[config.mk]
export PLATFORM = sky130hd
export DESIGN_NAME = uart_tx_feeder_flat
export DESIGN_NICKNAME = d
export VERILOG_FILES = /design/src/rtl/uart_tx_feeder_if.sv /design/src/rtl/uart_tx_feeder.sv /design/src/flat_wrapper.sv
export SDC_FILE = /design/constraint.sdc
export NUM_CORES = 1
export LEC_CHECK = 0
export CORE_UTILIZATION = 38
export CTS_BUF_LIST = sky130_fd_sc_hd__clkbuf_4 sky130_fd_sc_hd__clkbuf_8 sky130_fd_sc_hd__clkbuf_16
export DETAILED_ROUTE_END_ITERATION = 8
export GPL_TIMING_DRIVEN = 0
export PLACE_DENSITY_LB_ADDON = 0.2
export SLEW_MARGIN = 15
export SYNTH_ARGS = -nofsm -noshare
export SYNTH_HDL_FRONTEND = slang
export SYNTH_SLANG_ARGS = --single-unit
[constraint.sdc]
create_clock -name clk -period 2.68 [get_ports clk]
set_input_delay 0.268 -clock clk [delete_from_list [all_inputs] [get_ports clk]]
set_output_delay 0.268 -clock clk [all_outputs]
set_load 0.01 [all_outputs]
[src/rtl/uart_tx_feeder_if.sv]
// Bundles the write-side FIFO signals and the TX-FSM hand-off signals of uart_tx_feeder.
// Use the slave modport on the feeder and the master modport on its environment.
interface uart_tx_feeder_if #(
    parameter int DATA_WIDTH = 8,
    parameter int DEPTH      = 8
);
    logic                    wr_en;
    logic [DATA_WIDTH-1:0]   wr_data;
    logic                    full;
    logic                    empty;
    logic [$clog2(DEPTH):0]  count;
    logic                    overflow;
    logic                    tx_busy;
    logic                    tx_data_valid;
    logic [DATA_WIDTH-1:0]   tx_p_data;

    modport master (
        output wr_en, wr_data, tx_busy,
        input  full, empty, count, overflow, tx_data_valid, tx_p_data
    );

    modport slave (
        input  wr_en, wr_data, tx_busy,
        output full, empty, count, overflow, tx_data_valid, tx_p_data
    );
endinterface

[src/rtl/uart_tx_feeder.sv]
// Small synchronous FIFO plus a hand-off FSM that feeds one byte at a time to the UART TX FSM.
// A request that is not answered by tx_busy within three cycles is re-issued with the same byte.
module uart_tx_feeder #(
    parameter int DATA_WIDTH = 8,
    parameter int DEPTH      = 8
) (
    input  logic             clk,
    input  logic             rstn,
    uart_tx_feeder_if.slave  bus
);
    localparam int AW = $clog2(DEPTH);
    localparam int PW = AW + 1;

    typedef enum logic [1:0] {
        IDLE      = 2'd0,
        ISSUE     = 2'd1,
        WAIT_BUSY = 2'd2,
        WAIT_DONE = 2'd3
    } state_t;

    logic [DATA_WIDTH-1:0] mem [DEPTH];
    logic [PW-1:0]         wr_ptr_reg;
    logic [PW-1:0]         rd_ptr_reg;
    logic                  full;
    logic                  empty;
    logic                  wr_accept;
    logic                  pop;

    state_t                state_reg;
    state_t                state_next;
    logic [1:0]            tmo_reg;
    logic [1:0]            tmo_next;
    logic                  valid_reg;
    logic                  valid_next;
    logic [DATA_WIDTH-1:0] data_reg;
    logic                  overflow_reg;

    // The extra pointer MSB separates a full ring from an empty one.
    assign full      = (wr_ptr_reg[AW] != rd_ptr_reg[AW]) &&
                       (wr_ptr_reg[AW-1:0] == rd_ptr_reg[AW-1:0]);
    assign empty     = (wr_ptr_reg == rd_ptr_reg);
    assign wr_accept = bus.wr_en && !full;

    always_ff @(posedge clk or negedge rstn) begin
        if (!rstn) begin
            wr_ptr_reg   <= '0;
            rd_ptr_reg   <= '0;
            overflow_reg <= 1'b0;
        end else begin
            if (wr_accept) begin
                wr_ptr_reg <= wr_ptr_reg + 1'b1;
            end
            if (pop) begin
                rd_ptr_reg <= rd_ptr_reg + 1'b1;
            end
            overflow_reg <= bus.wr_en && full;
        end
    end

    always_ff @(posedge clk) begin
        if (wr_accept) begin
            mem[wr_ptr_reg[AW-1:0]] <= bus.wr_data;
        end
    end

    always_comb begin
        state_next = state_reg;
        valid_next = 1'b0;
        tmo_next   = tmo_reg;
        pop        = 1'b0;
        case (state_reg)
            IDLE: begin
                if (!empty && !bus.tx_busy) begin
                    pop        = 1'b1;
                    valid_next = 1'b1;
                    state_next = ISSUE;
                end
            end
            ISSUE: begin
                tmo_next   = 2'd0;
                state_next = WAIT_BUSY;
            end
            WAIT_BUSY: begin
                if (bus.tx_busy) begin
                    tmo_next   = 2'd0;
                    state_next = WAIT_DONE;
                end else if (tmo_reg == 2'd2) begin
                    // Third quiet cycle: the TX FSM missed the request, so repeat it.
                    tmo_next   = 2'd0;
                    valid_next = 1'b1;
                    state_next = ISSUE;
                end else begin
                    tmo_next = tmo_reg + 2'd1;
                end
            end
            WAIT_DONE: begin
                if (!bus.tx_busy) begin
                    state_next = IDLE;
                end
            end
            default: begin
                tmo_next   = 2'd0;
                state_next = IDLE;
            end
        endcase
    end

    always_ff @(posedge clk or negedge rstn) begin
        if (!rstn) begin
            state_reg <= IDLE;
            tmo_reg   <= 2'd0;
            valid_reg <= 1'b0;
            data_reg  <= '0;
        end else begin
            state_reg <= state_next;
            tmo_reg   <= tmo_next;
            valid_reg <= valid_next;
            if (pop) begin
                data_reg <= mem[rd_ptr_reg[AW-1:0]];
            end
        end
    end

    assign bus.full          = full;
    assign bus.empty         = empty;
    assign bus.count         = wr_ptr_reg - rd_ptr_reg;
    assign bus.overflow      = overflow_reg;
    assign bus.tx_data_valid = valid_reg;
    assign bus.tx_p_data     = data_reg;

    a_valid_single: assert property (@(posedge clk) disable iff (!rstn)
        valid_reg |=> !valid_reg);
    a_data_stable: assert property (@(posedge clk) disable iff (!rstn)
        bus.tx_busy |-> $stable(data_reg));
endmodule
[src/flat_wrapper.sv]
// flat-port wrapper written by rule: the top's interface ports become plain ports
module uart_tx_feeder_flat 
#(
    parameter int DATA_WIDTH = 8,
    parameter int DEPTH      = 8
)
  (clk, rstn, bus_wr_en, bus_wr_data, bus_tx_busy, bus_full, bus_empty, bus_count, bus_overflow, bus_tx_data_valid, bus_tx_p_data);
  uart_tx_feeder_if #(.DATA_WIDTH(DATA_WIDTH), .DEPTH(DEPTH)) bus_i ();
  input  logic clk;
  input  logic rstn;
  input wire logic [$bits(bus_i.wr_en)-1:0] bus_wr_en;
  input wire logic [$bits(bus_i.wr_data)-1:0] bus_wr_data;
  input wire logic [$bits(bus_i.tx_busy)-1:0] bus_tx_busy;
  output wire logic [$bits(bus_i.full)-1:0] bus_full;
  output wire logic [$bits(bus_i.empty)-1:0] bus_empty;
  output wire logic [$bits(bus_i.count)-1:0] bus_count;
  output wire logic [$bits(bus_i.overflow)-1:0] bus_overflow;
  output wire logic [$bits(bus_i.tx_data_valid)-1:0] bus_tx_data_valid;
  output wire logic [$bits(bus_i.tx_p_data)-1:0] bus_tx_p_data;
  assign bus_i.wr_en = bus_wr_en;
  assign bus_i.wr_data = bus_wr_data;
  assign bus_i.tx_busy = bus_tx_busy;
  assign bus_full = bus_i.full;
  assign bus_empty = bus_i.empty;
  assign bus_count = bus_i.count;
  assign bus_overflow = bus_i.overflow;
  assign bus_tx_data_valid = bus_i.tx_data_valid;
  assign bus_tx_p_data = bus_i.tx_p_data;
  uart_tx_feeder #(.DATA_WIDTH(DATA_WIDTH), .DEPTH(DEPTH)) u_core (.clk(clk), .rstn(rstn), .bus(bus_i));
endmodule
==> metrics.cfg, run 1 <==
[clock_network]
hold_buffers=0
cts-htree-levels=3
cts_tree=built
clockBufferDepth=2
numClockSinks=86
cts.clk_slew.worst_paths_ns=0.09
cts_made_buffers=9
clock_latency_ns=0.36
root_buffer=clkbuf_8

[outcome]
status=completed

[sta]
finalHoldViolCount=0
grt_setup_unrepaired=false
worstMarginPinSlew_ns=0.974
fmax_mhz=392
period_needed_ns=2.55
post-route-period-util=0.951
setup_ws_ns=0.132
setup_violations=0
max_slew_margin=0.348
slew_violations=0
clock_skew_ns=0.0137

[synth]
synth.distinct_cells=35
synth-edff-count=64
synth_area_leader_cell=edfxtp_1
ys.flop_type=edfxtp_1
yosysTopAreaCellShare=0.536
ys_seq_area_frac=0.690
synth_fp_nets=237
synthArstFlopShare=0.256
synth_area_um2=3580
syn_inst=215
ys_warn_count=0
syn_area_per_cell_um2=16.7
yosys-top-cells-count=edfxtp_1 (64), dfrtp_1 (22), nand2_1 (17), mux4_2 (16), inv_1 (15)
ys_ff_latch=86
yosys-top-cells-area=edfxtp_1 (54%), dfrtp_1 (15%), mux4_2 (10%)
post-synth-top-count-cell=edfxtp_1

[placed_design]
dpl.hpwl_mm=4.38
place_inst=355
place_area_um2=4020
numPortBuffers=27
dp_slack_ns=-0.563
place.gp.congestion=0.739

[critical_path]
crit_path_start_kind=flip-flop
critPathRequiredTime_ns=2.41
crit_type=reg -> out
critPathArrivalTime_ns=2.28
cp_max_fo=10
critPathCaptureType=primary output

[power]
p_leak_nw=1.59
peakVddDrop_mv=0.409
p_per_area_nw_per_um2=1160

[grt]
grt_max_degree=23
grt_use_total=0.145
antenna_found_initial=0
grt_pass1_vias=1852
grt_overflow=0
grt_first_pass_wirelength_mm=10.1

[detailed_routing]
ant_nets=0
viasPerCell=4.97
wl_per_cell_um=17.6
vias=1852
wl_mm=6.58
drt_iter0_markers=61
drc=0
dr.pass1.iters=4

[hold_path]
hold_path_class=in -> async

[floorplan]
dieArea_um2=9820
io_pins=28
die_height_um=99.1
rows=35
coreArea_um2=9200
initial_core_util=0.390
dieWidth_um=99.1

[layout]
fin_cells=373
drive_gt1_frac=0.210
area_growth_pct=20.7
n_antenna_cell=0
fin_area_um2=4330
fin_nets=279
largest_reg_flops=64

[flow_run]
max-cap-violations=0

## report_power, final
part           total [W]  switching (W)  internal [W]
sequential       0.00191       0.000174       0.00174
clock            0.00102       0.000475      0.000545
combinational    0.00207        0.00103       0.00103
## placed cells by master, fill, tap and decap left out, types with 2 or more instances in the layout
cell,count
clkbuf_8,9
clkdlybuf4s50_1,26
bufinv_16,2
nor2_4,4
nor2_2,3
mux2i_1,9
buf_4,5
or3_1,2
a21oi_1,2
buf_8,3
edfxtp_1,64
o21ai_1,10
o21ai_0,3
mux4_2,16
nor3_4,2
xor2_1,2
nand2b_1,2
nand2_1,17
dfrtp_1,22
nor2_1,4
nand4_1,2
clkinv_4,2
ha_1,9
xnor2_1,6
inv_1,15
buf_6,2
## routing by layer
metal | share of wire | track usage | up-vias | wire, µm
met5 | 0 | 0 | - | 0
met4 | 0.017 | 0.0611 | 0 | 113
met3 | 0.042 | 0.0302 | 10 | 278
met2 | 0.48 | 0.223 | 37 | 3180
met1 | 0.46 | 0.202 | 917 | 3000
li1 | - | - | 888 | -
## area by class of cell
cell class	instances	area, µm²
Fill cell	801	4870
Sequential cell	86	2470
Buffer	7	80.1
Clock buffer	10	131
Multi-Input combinational cell	107	1050
Timing Repair Buffer	31	299
Inverter	15	56.3
Tap cell	111	139
Clock inverter	6	96.3
## per-stage QoR
stage / power [W] / setup TNS (ns) / util / hold WS (ns)
2_1_floorplan: 0.00318 / 0 / - / -0.0276
3_3_place_gp: 0.00390 / -38.40 / 0.434 / 0.467
3_5_place_dp: 0.00395 / -28.19 / 0.437 / 0.475
4_1_cts: 0.00504 / 0 / 0.469 / 0.494
5_1_grt: 0.00528 / 0 / 0.470 / 0.511
6_report: 0.00500 / 0 / 0.470 / 0.447
## path summary, 6_finish.rpt
path,start,endpoint,slack (ns),cells after the start
max,u_core.rd_ptr_reg[1],bus_full,0.13,7
min,rstn,u_core.state_reg[0],0.45,1
max reg2reg,u_core.rd_ptr_reg[1],u_core.mem[3][1],0.17,8
min reg2reg,u_core.bus.tx_p_data[3],u_core.bus.tx_p_data[3],0.49,2
max in group asynchronous,rstn,u_core.wr_ptr_reg[0],1.64,1
min in group clk,u_core.bus.tx_p_data[3],u_core.bus.tx_p_data[3],0.49,2
## worst max-delay path: stages (launching register included)
cell and delay (ns):
dfrtp_1 0.39, buf_8 0.17, buf_8 0.17, inv_1 0.06, ha_1 0.31, nand3_2 0.14
nor2_1 0.14, clkdlybuf4s50_1 0.55
## repair_timing
item                       in CTS  in global routing
pin swaps                       1                  0
gates resized for setup        17                  2
setup buffers                   2                  0
setup endpoints to repair      67                 14
hold endpoints to repair        0                  0
## cell families after synthesis
| group | count (synthesis) | synth area share |
|---|---|---|
| mux | 26 | 0.129 |
| fa+ha+maj | 10 | 0.0370 |
| flops | 86 | 0.690 |
| buf+inv | 22 | 0.0318 |
| compound gates | 21 | 0.0346 |
| simple gates | 41 | 0.0538 |
| xor+xnor | 9 | 0.0241 |
Power figures use the tool's default switching activity.
==> run 2: changes to the inputs <==
--- a/config.mk
+++ b/config.mk
@@ -5,12 +5,11 @@
 export SDC_FILE = /design/constraint.sdc
 export NUM_CORES = 1
 export LEC_CHECK = 0
-export CORE_UTILIZATION = 38
+export CORE_UTILIZATION = 40
 export CTS_BUF_LIST = sky130_fd_sc_hd__clkbuf_4 sky130_fd_sc_hd__clkbuf_8 sky130_fd_sc_hd__clkbuf_16
 export DETAILED_ROUTE_END_ITERATION = 8
-export GPL_TIMING_DRIVEN = 0
 export PLACE_DENSITY_LB_ADDON = 0.2
-export SLEW_MARGIN = 15
+export SLEW_MARGIN = 20
 export SYNTH_ARGS = -nofsm -noshare
 export SYNTH_HDL_FRONTEND = slang
 export SYNTH_SLANG_ARGS = --single-unit
==> metrics.cfg, run 2 (synthesis results as in run 1) <==
[grt]
grt_first_pass_wirelength_mm=10.3  ; +2.0%
grt_max_degree=23  ; unchanged
grt_overflow=0  ; unchanged
antenna_found_initial=0  ; unchanged
grt_pass1_vias=1952  ; +5.4%
grt_use_total=0.147  ; +0.00256

[floorplan]
dieWidth_um=96.7  ; -2.5%
initial_core_util=0.413  ; +0.0233
dieArea_um2=9340  ; -4.9%
coreArea_um2=8680  ; -5.6%
die_height_um=96.7  ; -2.5%
rows=34  ; -2.9%
io_pins=28  ; unchanged

[clock_network]
post-cts-setup-buffers=0  ; -2
cts_tree=built
clock_latency_ns=0.34  ; -0.02 ns
cts-htree-levels=3  ; unchanged
numClockSinks=86  ; unchanged
cts-resized-gates=0  ; -17
root_buffer=clkbuf_8
clockBufferDepth=2  ; unchanged
cts_made_buffers=9  ; unchanged
hold_buffers=0  ; unchanged
cts.clk_slew.worst_paths_ns=0.09  ; about the same

[layout]
drive_gt1_frac=0.192  ; -0.0175
seqCellArea_um2=2470  ; unchanged
mostFrequentLayoutCell=edfxtp_1
area_growth_pct=19.5
mostFrequentLayoutCells=edfxtp_1 (64), clkdlybuf4s50_1 (27), dfrtp_1 (22)
largest_reg_flops=64  ; unchanged
fin_cells=373  ; unchanged
multiInputGateArea_um2=1000  ; -4.9%
fillers=747  ; -6.7%
fin_nets=282  ; +1.1%
fin_util=0.494  ; +0.0230
n_antenna_cell=0  ; unchanged

[outcome]
status=completed

[power]
p_total_w=0.00493  ; -1.5%
peakVddDrop_mv=0.350  ; -14%
p_per_area_nw_per_um2=1150  ; -0.48%
p_leak_nw=1.60  ; +0.46%

[sta]
grt_setup_unrepaired=false
clock_skew_ns=0.0132  ; -0.000547 ns
finalHoldViolCount=0  ; unchanged
worstMarginPinSlew_ns=0.432  ; -0.542 ns
setup_violations=0  ; unchanged
slew_violations=0  ; unchanged
fin_hold_ws_ns=0.268  ; -0.179 ns
period_needed_ns=2.45  ; -0.0966 ns
fmax_mhz=408  ; +3.9%
post-route-period-util=0.915  ; -0.0360
fin_setup_tns_ns=0  ; unchanged
max_slew_margin=0.712  ; +0.364

[flow_run]
max-cap-violations=0  ; unchanged

[critical_path]
crit_path_start_kind=flip-flop
critPathArrivalTime_ns=2.18  ; -0.10 ns
slowest_delay_ns=0.55  ; about the same
reg2reg_slack_ns=0.52  ; +0.35 ns
path_delay_family=buffers and inverters
crit_chain=ha_1 -> a21o_1 -> a21oi_1 -> xnor2_1 -> clkdlybuf4s50_1
crit_type=reg -> out
crit_start=u_core.wr_ptr_reg[1]
critPathRequiredTime_ns=2.41  ; about the same
cp_max_fo=7  ; -3
crit_buf_inv=1  ; -3
worstReg2RegStart=u_core.wr_ptr_reg[2]
critPathCaptureType=primary output
cp_slowest_cell=clkdlybuf4s50_1

[placed_design]
place_inst=357  ; +0.56%
dpl.hpwl_mm=4.19  ; -4.2%
place.gp.congestion=0.785  ; +6.3%
numPortBuffers=27  ; unchanged

[detailed_routing]
vias=1881  ; +1.6%
wl_mm=6.47  ; -1.6%
ant_nets=0  ; unchanged
wl_per_cell_um=17.3  ; -1.6%
drc=0  ; unchanged
drt_iter0_markers=71  ; +16%
dr.pass1.iters=4  ; unchanged
viasPerCell=5.04  ; +1.6%

[hold_path]
hold_path_class=in -> async

[run 2: layout make-up]
cell class / instances / share of cell area
clock buffers: 10 / 0.0307
well taps: 108 / 0.0316
inverters: 15 / 0.0131
flip-flops and latches: 86 / 0.577
clock inverters: 6 / 0.0260
multi-input cells: 107 / 0.234
repair buffers: 41 / 0.0876
[run 2: metal layers]
layer  track usage  vias up  wire length [µm]
li1              -      885                 -
met1         0.181      952              2840
met2         0.250       36              3300
met3        0.0296        8               221
met4        0.0689        0               109
met5             0        -                 0
[run 2: report_power, final]
part / internal, W / switching (W) / leakage (nW)
Clock: 0.000630 / 0.000445 / 0.120
Combinational: 0.000989 / 0.000963 / 0.621
Sequential: 0.00174 / 0.000159 / 0.855
Total: 0.00336 / 0.00157 / 1.60
[run 2: worst paths after layout]
| check | to | cells past startpoint |
|---|---|---|
| max | bus_count[3] | 5 |
| min | u_core.bus.overflow | 2 |
| min in group clk | u_core.bus.tx_p_data[1] | 2 |
| min reg2reg | u_core.bus.tx_p_data[1] | 2 |
| max reg2reg | u_core.mem[7][5] | 5 |
| max in group asynchronous | u_core.state_reg[0] | 2 |
[run 2: per-stage QoR]
step           cell area (µm²)  setup WS (ns)
2_1_floorplan             3580         0.0663
3_3_place_gp              4040          0.594
3_5_place_dp              4040          0.538
4_1_cts                   4280          0.202
5_1_grt                   4280         0.0761
6_report                  4280          0.229
[run 2: worst reg2reg max path, cell delays in order (launching register included)]
cell and delay (ns):
dfrtp_1 0.46, ha_1 0.35, nand3_1 0.23, o21ai_1 0.13
or3_1 0.37, inv_1 0.28
==> run 3: changes to the inputs <==
--- a/config.mk
+++ b/config.mk
@@ -5,10 +5,14 @@
 export SDC_FILE = /design/constraint.sdc
 export NUM_CORES = 1
 export LEC_CHECK = 0
+export CELL_PAD_IN_SITES_DETAIL_PLACEMENT = 0
+export CELL_PAD_IN_SITES_GLOBAL_PLACEMENT = 1
+export CORE_ASPECT_RATIO = 2
 export CORE_UTILIZATION = 40
 export CTS_BUF_LIST = sky130_fd_sc_hd__clkbuf_4 sky130_fd_sc_hd__clkbuf_8 sky130_fd_sc_hd__clkbuf_16
 export DETAILED_ROUTE_END_ITERATION = 8
 export PLACE_DENSITY_LB_ADDON = 0.2
+export REMOVE_ABC_BUFFERS = 1
 export SLEW_MARGIN = 20
 export SYNTH_ARGS = -nofsm -noshare
 export SYNTH_HDL_FRONTEND = slang
==> metrics.cfg, run 3 (synthesis results as in run 1) <==
[outcome]
status=completed

[clock_network]
cts_made_buffers=9  ; unchanged
cts.clk_slew.worst_paths_ns=0.06  ; -0.03 ns
cts-resized-gates=0  ; unchanged
clockBufferDepth=2  ; unchanged
root_buffer=clkbuf_16
cts-htree-levels=3  ; unchanged
numClockSinks=86  ; unchanged
hold_buffers=0  ; unchanged
clock_latency_ns=0.34  ; about the same
post-cts-setup-buffers=0  ; unchanged
cts_tree=built

[critical_path]
cp_slowest_cell=clkdlybuf4s50_1
worst-path-stages=5  ; unchanged
crit_buf_inv=1  ; unchanged
path_delay_family=buffers and inverters
cp_max_fo=7  ; unchanged
critPathArrivalTime_ns=2.17  ; about the same
crit_type=reg -> out
rr_worst_depth=5  ; unchanged
crit_path_start_kind=flip-flop
critPathRequiredTime_ns=2.41  ; about the same
slowest_delay_ns=0.55  ; about the same
critPathCaptureType=primary output
crit_chain=ha_1 -> a21o_1 -> a21oi_1 -> xnor2_1 -> clkdlybuf4s50_1

[placed_design]
place_area_um2=4020  ; -0.43%
dpl.hpwl_mm=4.72  ; +12%
numPortBuffers=27  ; unchanged
place.gp.congestion=0.794  ; +1.1%

[sta]
slew_violations=0  ; unchanged
fmax_mhz=409  ; +0.38%
post-route-period-util=0.911  ; -0.00342
worstMarginPinSlew_ns=0.412  ; -0.0198 ns
clock_skew_ns=0.00687  ; -0.00629 ns
finalHoldViolCount=0  ; unchanged
max_slew_margin=0.725  ; +0.0129
grt_setup_unrepaired=false
fin_hold_ws_ns=0.299  ; +0.0303 ns
setup_violations=0  ; unchanged
period_needed_ns=2.44  ; -0.00916 ns

[floorplan]
io_pins=28  ; unchanged
rows=48  ; +41%
dieWidth_um=68.9  ; -29%
dieArea_um2=9360  ; +0.24%
die_height_um=136  ; +41%
initial_core_util=0.414  ; +0.00143
coreArea_um2=8650  ; -0.35%

[detailed_routing]
dr.pass1.iters=4  ; unchanged
ant_nets=0  ; unchanged
vias=1871  ; -0.53%
wl_mm=7.04  ; +8.9%
wl_per_cell_um=19.4  ; +12%
drc=0  ; unchanged
drt_iter0_markers=34  ; -52%
viasPerCell=5.14  ; +1.9%

[layout]
area_growth_pct=20.6
fin_area_um2=4320  ; +0.93%
mostFrequentLayoutCells=edfxtp_1 (64), clkdlybuf4s50_1 (27), dfrtp_1 (22)
fin_nets=281  ; -0.35%
fin_util=0.500  ; +0.00634
drive_gt1_frac=0.189  ; -0.00306
fillers=753  ; +0.80%
n_antenna_cell=0  ; unchanged
mostFrequentLayoutCell=edfxtp_1
largest_reg_flops=64  ; unchanged

[grt]
grt_overflow=0  ; unchanged
grt_first_pass_wirelength_mm=10.8  ; +4.8%
grt_use_total=0.174  ; +0.0265
grt_pass1_vias=2010  ; +3.0%
antenna_found_initial=0  ; unchanged
grt_max_degree=23  ; unchanged

[power]
peakVddDrop_mv=0.532  ; +52%
p_leak_nw=1.62  ; +1.4%
p_per_area_nw_per_um2=1180  ; +2.7%

[flow_run]
max-cap-violations=0  ; unchanged

[hold_path]
hold_path_class=in -> async

-- run 3: through the flow --
step | setup TNS [ns] | instances | setup WS (ns) | total power (W)
final | 0 | 364 | 0.238 | 0.00511
after global routing | 0 | 364 | 0.0874 | 0.00543
after CTS | 0 | 364 | 0.217 | 0.00520
after detailed placement | 0 | 348 | 0.493 | 0.00394
after global placement | 0 | 348 | 0.555 | 0.00392
after floorplan | -0.879 | 208 | -0.0776 | 0.00310
-- run 3: routing by layer --
layer / track usage / vias to the layer above / wire length [µm]
met2: 0.310 / 28 / 3980
li1: - / 887 / -
met1: 0.189 / 946 / 2770
met4: 0.0646 / 0 / 124
met3: 0.0453 / 10 / 173
met5: 0 / - / 0
-- run 3: cell type report --
class | instances | area (µm²) | area share
clock buffer | 11 | 240 | 0.0556
clock inverter | 5 | 60.1 | 0.0139
inverter | 15 | 56.3 | 0.0130
multi-input combinational | 107 | 1000 | 0.232
sequential | 86 | 2470 | 0.572
tap | 100 | 125 | 0.0289
timing repair buffer | 40 | 368 | 0.0851
-- run 3: worst reg2reg max path, delay by kind of cell, from the launching register on --
family,cells,cell delay [ns]
and+or+nand+nor,2,0.58
DFF,1,0.45
adders and majority gates,1,0.36
buffers and inverters,1,0.34
AOI/OAI and AO/OA,1,0.10
-- run 3: report_power, final --
group / switching [W] / internal, W
registers: 0.000153 / 0.00174
logic: 0.000971 / 0.000983
clock network: 0.000511 / 0.000747
-- run 3: worst paths after layout --
| kind | slack, ns | end | from |
|---|---|---|---|
| setup / recovery | 0.24 | bus_count[3] | u_core.wr_ptr_reg[1] |
| hold / removal | 0.30 | u_core.bus.tx_p_data[4] | rstn |
| setup reg to reg | 0.51 | u_core.mem[7][6] | u_core.wr_ptr_reg[2] |
| hold reg to reg | 0.48 | u_core.bus.tx_p_data[7] | u_core.bus.tx_p_data[7] |
| max in group asynchronous | 2.13 | u_core.bus.tx_p_data[5] | rstn |
| min in group clk | 0.48 | u_core.bus.tx_p_data[7] | u_core.bus.tx_p_data[7] |
